[config.mk]
export PLATFORM = sky130hd
export DESIGN_NAME = router_ctrl
export DESIGN_NICKNAME = d
export VERILOG_FILES = /design/src/rtl/router_ctrl.sv
export SDC_FILE = /design/constraint.sdc
export NUM_CORES = 1
export LEC_CHECK = 0
export ABC_AREA = 0
export BUFFER_PORTS_ARGS = -buffer_cell sky130_fd_sc_hd__buf_4
export CORE_ASPECT_RATIO = 0.8
export CORE_MARGIN = 4
export CORE_UTILIZATION = 40
export CTS_CLUSTER_DIAMETER = 60
export DETAILED_ROUTE_END_ITERATION = 8
export GPL_TIMING_DRIVEN = 0
export PLACE_DENSITY = 0.69
export SLEW_MARGIN = 40
export SYNTH_ARGS = -nofsm -noshare
export SYNTH_HDL_FRONTEND = slang
export SYNTH_SLANG_ARGS = --single-unit
[constraint.sdc]
create_clock -name clk -period 3.3 [get_ports clk]
set_input_delay 0.495 -clock clk [delete_from_list [all_inputs] [get_ports clk]]
set_output_delay 0.495 -clock clk [all_outputs]
set_load 0.02 [all_outputs]
[src/rtl/router_ctrl.sv]
// router_ctrl: ingress FSM for the 1x3 router with parity check and per-FIFO unread timeout
module router_ctrl #(
    parameter int TIMEOUT = 30,
    parameter int CNT_W = 5
) (
    input  logic       clk,
    input  logic       rst,
    input  logic       pkt_valid,
    input  logic [7:0] data_in,
    input  logic [2:0] fifo_full,
    input  logic [2:0] fifo_empty,
    input  logic [2:0] read_en,
    output logic       busy,
    output logic [2:0] wr_en,
    output logic       lfd_state,
    output logic [7:0] data_out,
    output logic [2:0] vld_out,
    output logic [2:0] soft_rst,
    output logic       err
);
    localparam logic [2:0] DECODE       = 3'd0;
    localparam logic [2:0] LOAD_FIRST   = 3'd1;
    localparam logic [2:0] LOAD_DATA    = 3'd2;
    localparam logic [2:0] CHECK_PARITY = 3'd3;
    localparam logic [2:0] WAIT_EMPTY   = 3'd4;
    localparam logic [2:0] DROP         = 3'd5;
    logic [2:0] state, next_state;
    logic [1:0] addr;
    logic [7:0] hdr, calc, rx_par;
    logic [CNT_W-1:0] cnt [3];
    logic [3:0] empty_x, full_x;
    logic [2:0] sel;
    logic stall;
    assign empty_x = {1'b0, fifo_empty};
    assign full_x = {1'b0, fifo_full};
    assign sel = 3'b001 << addr;
    assign stall = full_x[addr];
    assign vld_out = ~fifo_empty;

    // next state plus the handshake and FIFO write strobes for the current state
    always_comb begin
        next_state = state;
        busy = 1'b0;
        wr_en = 3'b000;
        lfd_state = 1'b0;
        data_out = data_in;
        case (state)
            DECODE:
                if (pkt_valid)
                    next_state = (data_in[1:0] == 2'd3) ? DROP :
                                 (empty_x[data_in[1:0]] ? LOAD_FIRST : WAIT_EMPTY);
            WAIT_EMPTY: begin
                busy = 1'b1;
                next_state = empty_x[addr] ? LOAD_FIRST : WAIT_EMPTY;
            end
            LOAD_FIRST: begin
                busy = 1'b1;
                wr_en = sel;
                lfd_state = 1'b1;
                data_out = hdr;
                next_state = LOAD_DATA;
            end
            LOAD_DATA: begin
                busy = stall;
                wr_en = stall ? 3'b000 : sel;
                next_state = (!stall && !pkt_valid) ? CHECK_PARITY : LOAD_DATA;
            end
            CHECK_PARITY: begin
                busy = 1'b1;
                next_state = DECODE;
            end
            DROP:
                next_state = pkt_valid ? DROP : DECODE;
            default:
                next_state = DECODE;
        endcase
    end

    // state register, header capture, running parity and registered error flag
    always_ff @(posedge clk) begin
        if (!rst) begin
            state <= DECODE;
            addr <= 2'd0;
            hdr <= 8'd0;
            calc <= 8'd0;
            rx_par <= 8'd0;
            err <= 1'b0;
        end else begin
            state <= next_state;
            case (state)
                DECODE:
                    if (pkt_valid && data_in[1:0] != 2'd3) begin
                        hdr <= data_in;
                        addr <= data_in[1:0];
                        err <= 1'b0;
                    end
                LOAD_FIRST:
                    calc <= hdr;
                LOAD_DATA:
                    if (!stall) begin
                        if (pkt_valid)
                            calc <= calc ^ data_in;
                        else
                            rx_par <= data_in;
                    end
                CHECK_PARITY:
                    err <= (calc != rx_par);
                default: ;
            endcase
        end
    end

    // per-channel count of unread non-empty cycles; pulse soft_rst on the TIMEOUT-th
    always_ff @(posedge clk) begin
        if (!rst) begin
            soft_rst <= 3'b000;
            for (int i = 0; i < 3; i++) cnt[i] <= '0;
        end else begin
            for (int i = 0; i < 3; i++) begin
                soft_rst[i] <= 1'b0;
                if (fifo_empty[i] || read_en[i])
                    cnt[i] <= '0;
                else if (cnt[i] == CNT_W'(TIMEOUT - 1)) begin
                    cnt[i] <= '0;
                    soft_rst[i] <= 1'b1;
                end else
                    cnt[i] <= cnt[i] + CNT_W'(1);
            end
        end
    end
endmodule

==> flow_metrics.tcl, run 1 <==
set metrics [dict create \
    die_w_microns 99.0 \
    hold_class "input port to flop" \
    max_freq_ghz 0.380 \
    path_clk_slew_ns 0.09 \
    hold_buffers 0 \
    synth_edf_count 15 \
    async_flop_share_pct 0 \
    hold_viol_final 0 \
    drtPass1Iterations 5 \
    path_cells "buf_6, mux2i_4, o21ai_1, nand3b_1, a2111oi_0, buf_4" \
    drive_gt1_share_pct 22.2 \
    die_h_microns 80.8 \
    worst_slew_pin_slew_ns 0.745 \
    grt_usage_pct 16.3 \
    cp-start-kind "flop" \
    io_pins 40 \
    post_cts.repair.setup_buffers 0 \
    critPathLaunch "hdr[1]" \
    ys_types 51 \
    outcome "finished clean" \
    gr-max-usage-layer "met2" \
    slew_violations 0 \
    crit_cells 6 \
    reg2reg_from "state[1]" \
    min_period_ns 2.63 \
    critPathTopFamily "compound AO/OA/AOI/OAI gates" \
    met1_usage_pct 21.5 \
    via_per_inst 5.19 \
    setup_ws_ns 0.666 \
    max-slew-margin-rel_pct 50.3 \
    antenna_left 0 \
    cts_resized 0 \
    peakVddDrop_mv 0.177 \
    rsz0062_at_grt "false" \
    cts.sinks 46 \
    cap_viol_max_count 0 \
    drt-wirelength-per-cell_microns 14.8 \
    antenna_found_initial 0 \
    rrSetupSlack_ns 1.57 \
    antenna_cells 0 \
    crit_end "wr_en[0]" \
    synth_ff_type "dfxtp_1" \
    totalWireLength_microns 6450 \
    core_area_sq_um 6410 \
    drcViolationCount 0 \
    p_leak_nw 1.34 \
    grt_pass1_wl_microns 10400 \
    final.setup_skew_ns 0.0124 \
    setup_viol 0 \
    insertion_delay_ns 0.30 \
    grt.overflow.total 0 \
    initial_core_util_pct 41.4 \
    crit_type "flop to output port" \
    timing.setup.tns_ns 0 \
    hpwlAfterDp_microns 4710 \
    critPathMaxStageDelay_ns 0.51 \
    num_vias 2258 \
    layout_common_cells "nand2_1 (39), buf_4 (38), nor2_1 (32)" \
    grtUsageMet2_pct 27.2 \
    htreeDepth 2 \
    yosysTopAreaCell "dfxtp_1" \
    area.growth.synth_to_final_pct 21.1 \
    rows 26 \
    synthCells 291 \
    preCtsSetupSlack_ns 0.922 \
    gp_congestion 0.797 \
    cp.arrival_ns 2.14 \
    synth_area_sq_um 2650 \
    drt_iter0_drc 148 \
    cp-end-kind "output port" \
    yosysWarnings 0 \
    io_buffers 38 \
    cts_tree "yes" \
    fp.dieArea_sq_um 8000 \
    required_ns 2.80 \
    cpMaxStageDelayCell "a2111oi_0" \
    grt_max_degree 15 \
    cp_max_fo 7 \
    final_common_cell "nand2_1" \
    cts_buffer_depth 2 \
    grt_pass1_vias 2170 \
    final_nets 376 \
    powerDensity_nw_per_um2 450 \
    ys_seq_area_share_pct 40.4 \
    reg2reg_to "calc[6]" \
    grtUsageMet3_pct 3.18 \
    synth.avg_cell_area_sq_um 9.11 \
    cts_buffers 5 \
    yosys.area.top_type_share_pct 23.4 \
    reg2regPathDepth 6 \
    ys_seq_elements 46 \
    ctsRootBufferMaster "clkbuf_8" \
    synth_area_leaders "dfxtp_1 (23%), edfxtp_1 (17%), nand2_1 (5.5%)" \
    path_buf_inv 2 \
    timing.final.crit_share_pct 79.8 \
]
sequential cells by signal, summed over array words and instances, names as in the netlist:
| register | count |
|---|---|
| addr | 1 |
| calc | 8 |
| cnt | 15 |
| err | 1 |
| hdr | 7 |
| rx_par | 8 |
| soft_rst | 3 |
| state | 3 |
routing by layer:
| metal | up-vias | routed length [microns] |
|---|---|---|
| met4 | 0 | 90 |
| met5 | - | 0 |
| li1 | 1116 | - |
| met1 | 1054 | 2960 |
| met3 | 10 | 415 |
| met2 | 78 | 2980 |
stage by stage:
| step | power (W) | utilization (%) | hold slack [ns] | area [sq um] | instances |
|---|---|---|---|---|---|
| finish | 0.00144 | 50.1 | 0.352 | 3210 | 435 |
| global route | 0.00151 | 50.1 | 0.332 | 3210 | 435 |
| CTS | 0.00145 | 50.1 | 0.348 | 3210 | 435 |
| detailed placement | 0.00102 | 48.3 | 0.462 | 3090 | 427 |
| global placement | 0.00101 | 48.3 | 0.456 | 3090 | 427 |
| floorplan | 0.000899 | - | 0.448 | 2700 | 305 |
Yosys cell counts, types with 5 or more instances:
cell type / number
clkbuf_1: 7
nand2_1: 39
buf_2: 5
nor3b_1: 5
ha_1: 6
buf_6: 7
o32ai_2: 7
xor2_1: 12
nor2_1: 32
inv_1: 13
edfxtp_1: 15
dfxtp_1: 31
o21ai_0: 13
nand3_1: 15
a21oi_1: 18
xnor2_1: 6
nand4_1: 6
mux2i_1: 7
kinds of logic after synthesis:
logic type,synth area share [%]
and+or+nand+nor,23.9
AOI/OAI and AO/OA,16.2
DFF,40.4
buffers and inverters,7.03
xor gates and xnor gates,5.95
muxes,3.49
adders and majority gates,2.83
other,0.141
how the worst min path moves through the flow:
stage                          start           to  slack (ns)  cells after the start
after floorplan            rx_par[0]    rx_par[0]        0.45                      2
after global placement     rx_par[0]    rx_par[0]        0.46                      2
after detailed placement   rx_par[0]    rx_par[0]        0.46                      2
after CTS                 read_en[2]  soft_rst[2]        0.35                      2
after global routing      read_en[2]  soft_rst[2]        0.33                      2
final                     read_en[2]  soft_rst[2]        0.35                      2
final cells by class:
| class | instances | area [sq um] |
|---|---|---|
| clock inverters | 1 | 30.0 |
| plain buffers | 20 | 134 |
| well taps | 84 | 105 |
| fillers | 617 | 3200 |
| repair buffers | 38 | 285 |
| inverters | 14 | 52.6 |
| multi-input cells | 225 | 1450 |
| flip-flops and latches | 46 | 1070 |
| clock buffers | 7 | 86.3 |
where the power goes:
part           internal (W)  switching (W)  total, W
Sequential         0.000614      0.0000246  0.000638
Combinational      0.000156       0.000212  0.000368
Clock              0.000247       0.000191  0.000438
(Power assumes the default switching activity.)
==> run 2, diff against run 1 <==
--- a/config.mk
+++ b/config.mk
@@ -13,7 +13,7 @@
 export CTS_CLUSTER_DIAMETER = 60
 export DETAILED_ROUTE_END_ITERATION = 8
 export GPL_TIMING_DRIVEN = 0
-export PLACE_DENSITY = 0.69
+export PLACE_DENSITY = 0.72
 export SLEW_MARGIN = 40
 export SYNTH_ARGS = -nofsm -noshare
 export SYNTH_HDL_FRONTEND = slang
==> constraint.sdc (replaced) <==
create_clock -name clk -period 2.2 [get_ports clk]
set_input_delay 0.33 -clock clk [delete_from_list [all_inputs] [get_ports clk]]
set_output_delay 0.33 -clock clk [all_outputs]
set_load 0.02 [all_outputs]
==> run 2 against run 1 <==
  * Power is 50% higher
  * Final cell count is 2.3% higher
  * Largest cell class unchanged
  * Clock power is 38% higher
  * Wire length is 1.2% lower
  * Critical path type unchanged
  * The run now ends with negative setup slack left
==> flow_metrics.tcl, run 2 (same netlist as run 1, synthesis figures left out) <==
set metrics [dict create \
    die_h_microns 80.8 \
    num_vias 2255 \
    largest_register_ffs 15 \
    grtUsageMet2_pct 25.5 \
    met1_usage_pct 21.4 \
    drt_iter0_drc 216 \
    cts_tree "yes" \
    setup_ws_ns -0.0360 \
    peakVddDrop_mv 0.216 \
    rows 26 \
    p_leak_nw 1.40 \
    reg2regPathDepth 7 \
    hold_class "input port to flop" \
    slew_violations 0 \
    crit_end "wr_en[0]" \
    totalWireLength_microns 6370 \
    grt_pass1_vias 2088 \
    die_w_microns 99.0 \
    rrSetupSlack_ns 0.38 \
    antenna_cells 0 \
    cp-end-kind "output port" \
    insertion_delay_ns 0.31 \
    cp.arrival_ns 1.91 \
    hold_viol_final 0 \
    cts.sinks 46 \
    cp-start-kind "flop" \
    path_cells "buf_6, mux2i_4, o21ai_2, nand3b_1, a2111oi_2, buf_4" \
    drive_gt1_share_pct 26.6 \
    required_ns 1.87 \
    final_common_cell "buf_4" \
    htreeDepth 2 \
    gr-max-usage-layer "met2" \
    antenna_left 0 \
    preCtsSetupSlack_ns 0.172 \
    timing.setup.tns_ns -0.0665 \
    critPathMaxStageDelay_ns 0.40 \
    layout_common_cells "buf_4 (49), nand2_1 (39), nor2_1 (32)" \
    worst_slew_pin_slew_ns 0.713 \
    max_freq_ghz 0.447 \
    holdWs_ns 0.181 \
    ctsRootBufferMaster "clkbuf_8" \
    fp.dieArea_sq_um 8000 \
    rsz0062_at_grt "true" \
    crit_type "flop to output port" \
    timing.final.crit_share_pct 102 \
    final_nets 386 \
    powerDensity_nw_per_um2 652 \
    io_buffers 38 \
    min_period_ns 2.24 \
    grt_max_degree 15 \
    power_w 0.00217 \
    gp_congestion 0.809 \
    initial_core_util_pct 41.4 \
    outcome "finished with violations" \
    grtUsageMet3_pct 3.09 \
    max-slew-margin-rel_pct 52.5 \
    cp_max_fo 4 \
    grt.overflow.total 0 \
    path_clk_slew_ns 0.09 \
    cts_buffers 5 \
    drtPass1Iterations 5 \
    largest_register "cnt" \
    hpwlAfterDp_microns 4520 \
    grt_usage_pct 15.8 \
    hold_buffers 0 \
    cap_viol_max_count 0 \
    reg2reg_to "calc[6]" \
    cts_buffer_depth 2 \
    via_per_inst 5.07 \
    largestRegisters "cnt x15, calc x8, rx_par x8" \
    violations "negative setup slack" \
    hp-start "read_en[0]" \
    grt_pass1_wl_microns 10100 \
    core_area_sq_um 6410 \
    reg2reg_from "state[0]" \
    setup_viol 2 \
    antenna_found_initial 0 \
    final.setup_skew_ns 0.0171 \
    io_pins 40 \
    cpMaxStageDelayCell "a2111oi_2" \
    critPathLaunch "hdr[1]" \
    area.growth.synth_to_final_pct 25.3 \
    drt-wirelength-per-cell_microns 14.3 \
    drcViolationCount 0 \
]
## run 2: worst min path at each step
| stage | end | slack [ns] | cells past startpoint |
|---|---|---|---|
| after floorplan | soft_rst[0] | 0.41 | 1 |
| after global placement | rx_par[0] | 0.46 | 2 |
| after detailed placement | rx_par[0] | 0.47 | 2 |
| after CTS | soft_rst[0] | 0.17 | 2 |
| after global routing | soft_rst[0] | 0.17 | 2 |
| final | soft_rst[0] | 0.18 | 2 |
## run 2: layout make-up
| class | count | area (sq um) |
|---|---|---|
| Clock buffer | 7 | 101 |
| Buffer | 19 | 140 |
| Tap cell | 84 | 105 |
| Timing Repair Buffer | 49 | 372 |
| Clock inverter | 1 | 6.26 |
| Multi-Input combinational cell | 225 | 1470 |
| Fill cell | 568 | 3090 |
| Sequential cell | 46 | 1070 |
| Inverter | 14 | 53.8 |
## run 2: repair_timing
| action | 4_1_cts | 5_1_grt |
|---|---|---|
| setup endpoints to repair | 11 | 5 |
| buffers inserted | 4 | 7 |
| pin swaps | 2 | 5 |
| resized for setup | 7 | 8 |
## run 2: metrics by stage
step / cell area (sq um) / utilization (%) / std cells
2_1_floorplan: 2710 / - / 305
3_3_place_gp: 3100 / 48.3 / 427
3_5_place_dp: 3100 / 48.3 / 427
4_1_cts: 3250 / 50.7 / 438
5_1_grt: 3320 / 51.8 / 445
6_report: 3320 / 51.8 / 445
## run 2: power by group
part,switching (W),internal (W)
Clock,0.000297,0.000307
Combinational,0.000334,0.000272
Sequential,0.0000366,0.000921
Total,0.000667,0.00150
## run 2: worst max-delay path: cells and delay by family, from the launching register on
kind	cells	cell delay, ns
AO/OA/AOI/OAI	2	0.49
buffers and inverters	2	0.32
flip-flops	1	0.33
multiplexers	1	0.24
AND/OR/NAND/NOR	1	0.22
## run 2: layer usage
metal / wire (microns) / part of all wire (%) / vias up
li1: - / - / 1139
met1: 2900 / 46 / 1038
met2: 2980 / 47 / 67
met3: 408 / 6.4 / 11
met4: 76 / 1.2 / 0
met5: 0 / 0 / -
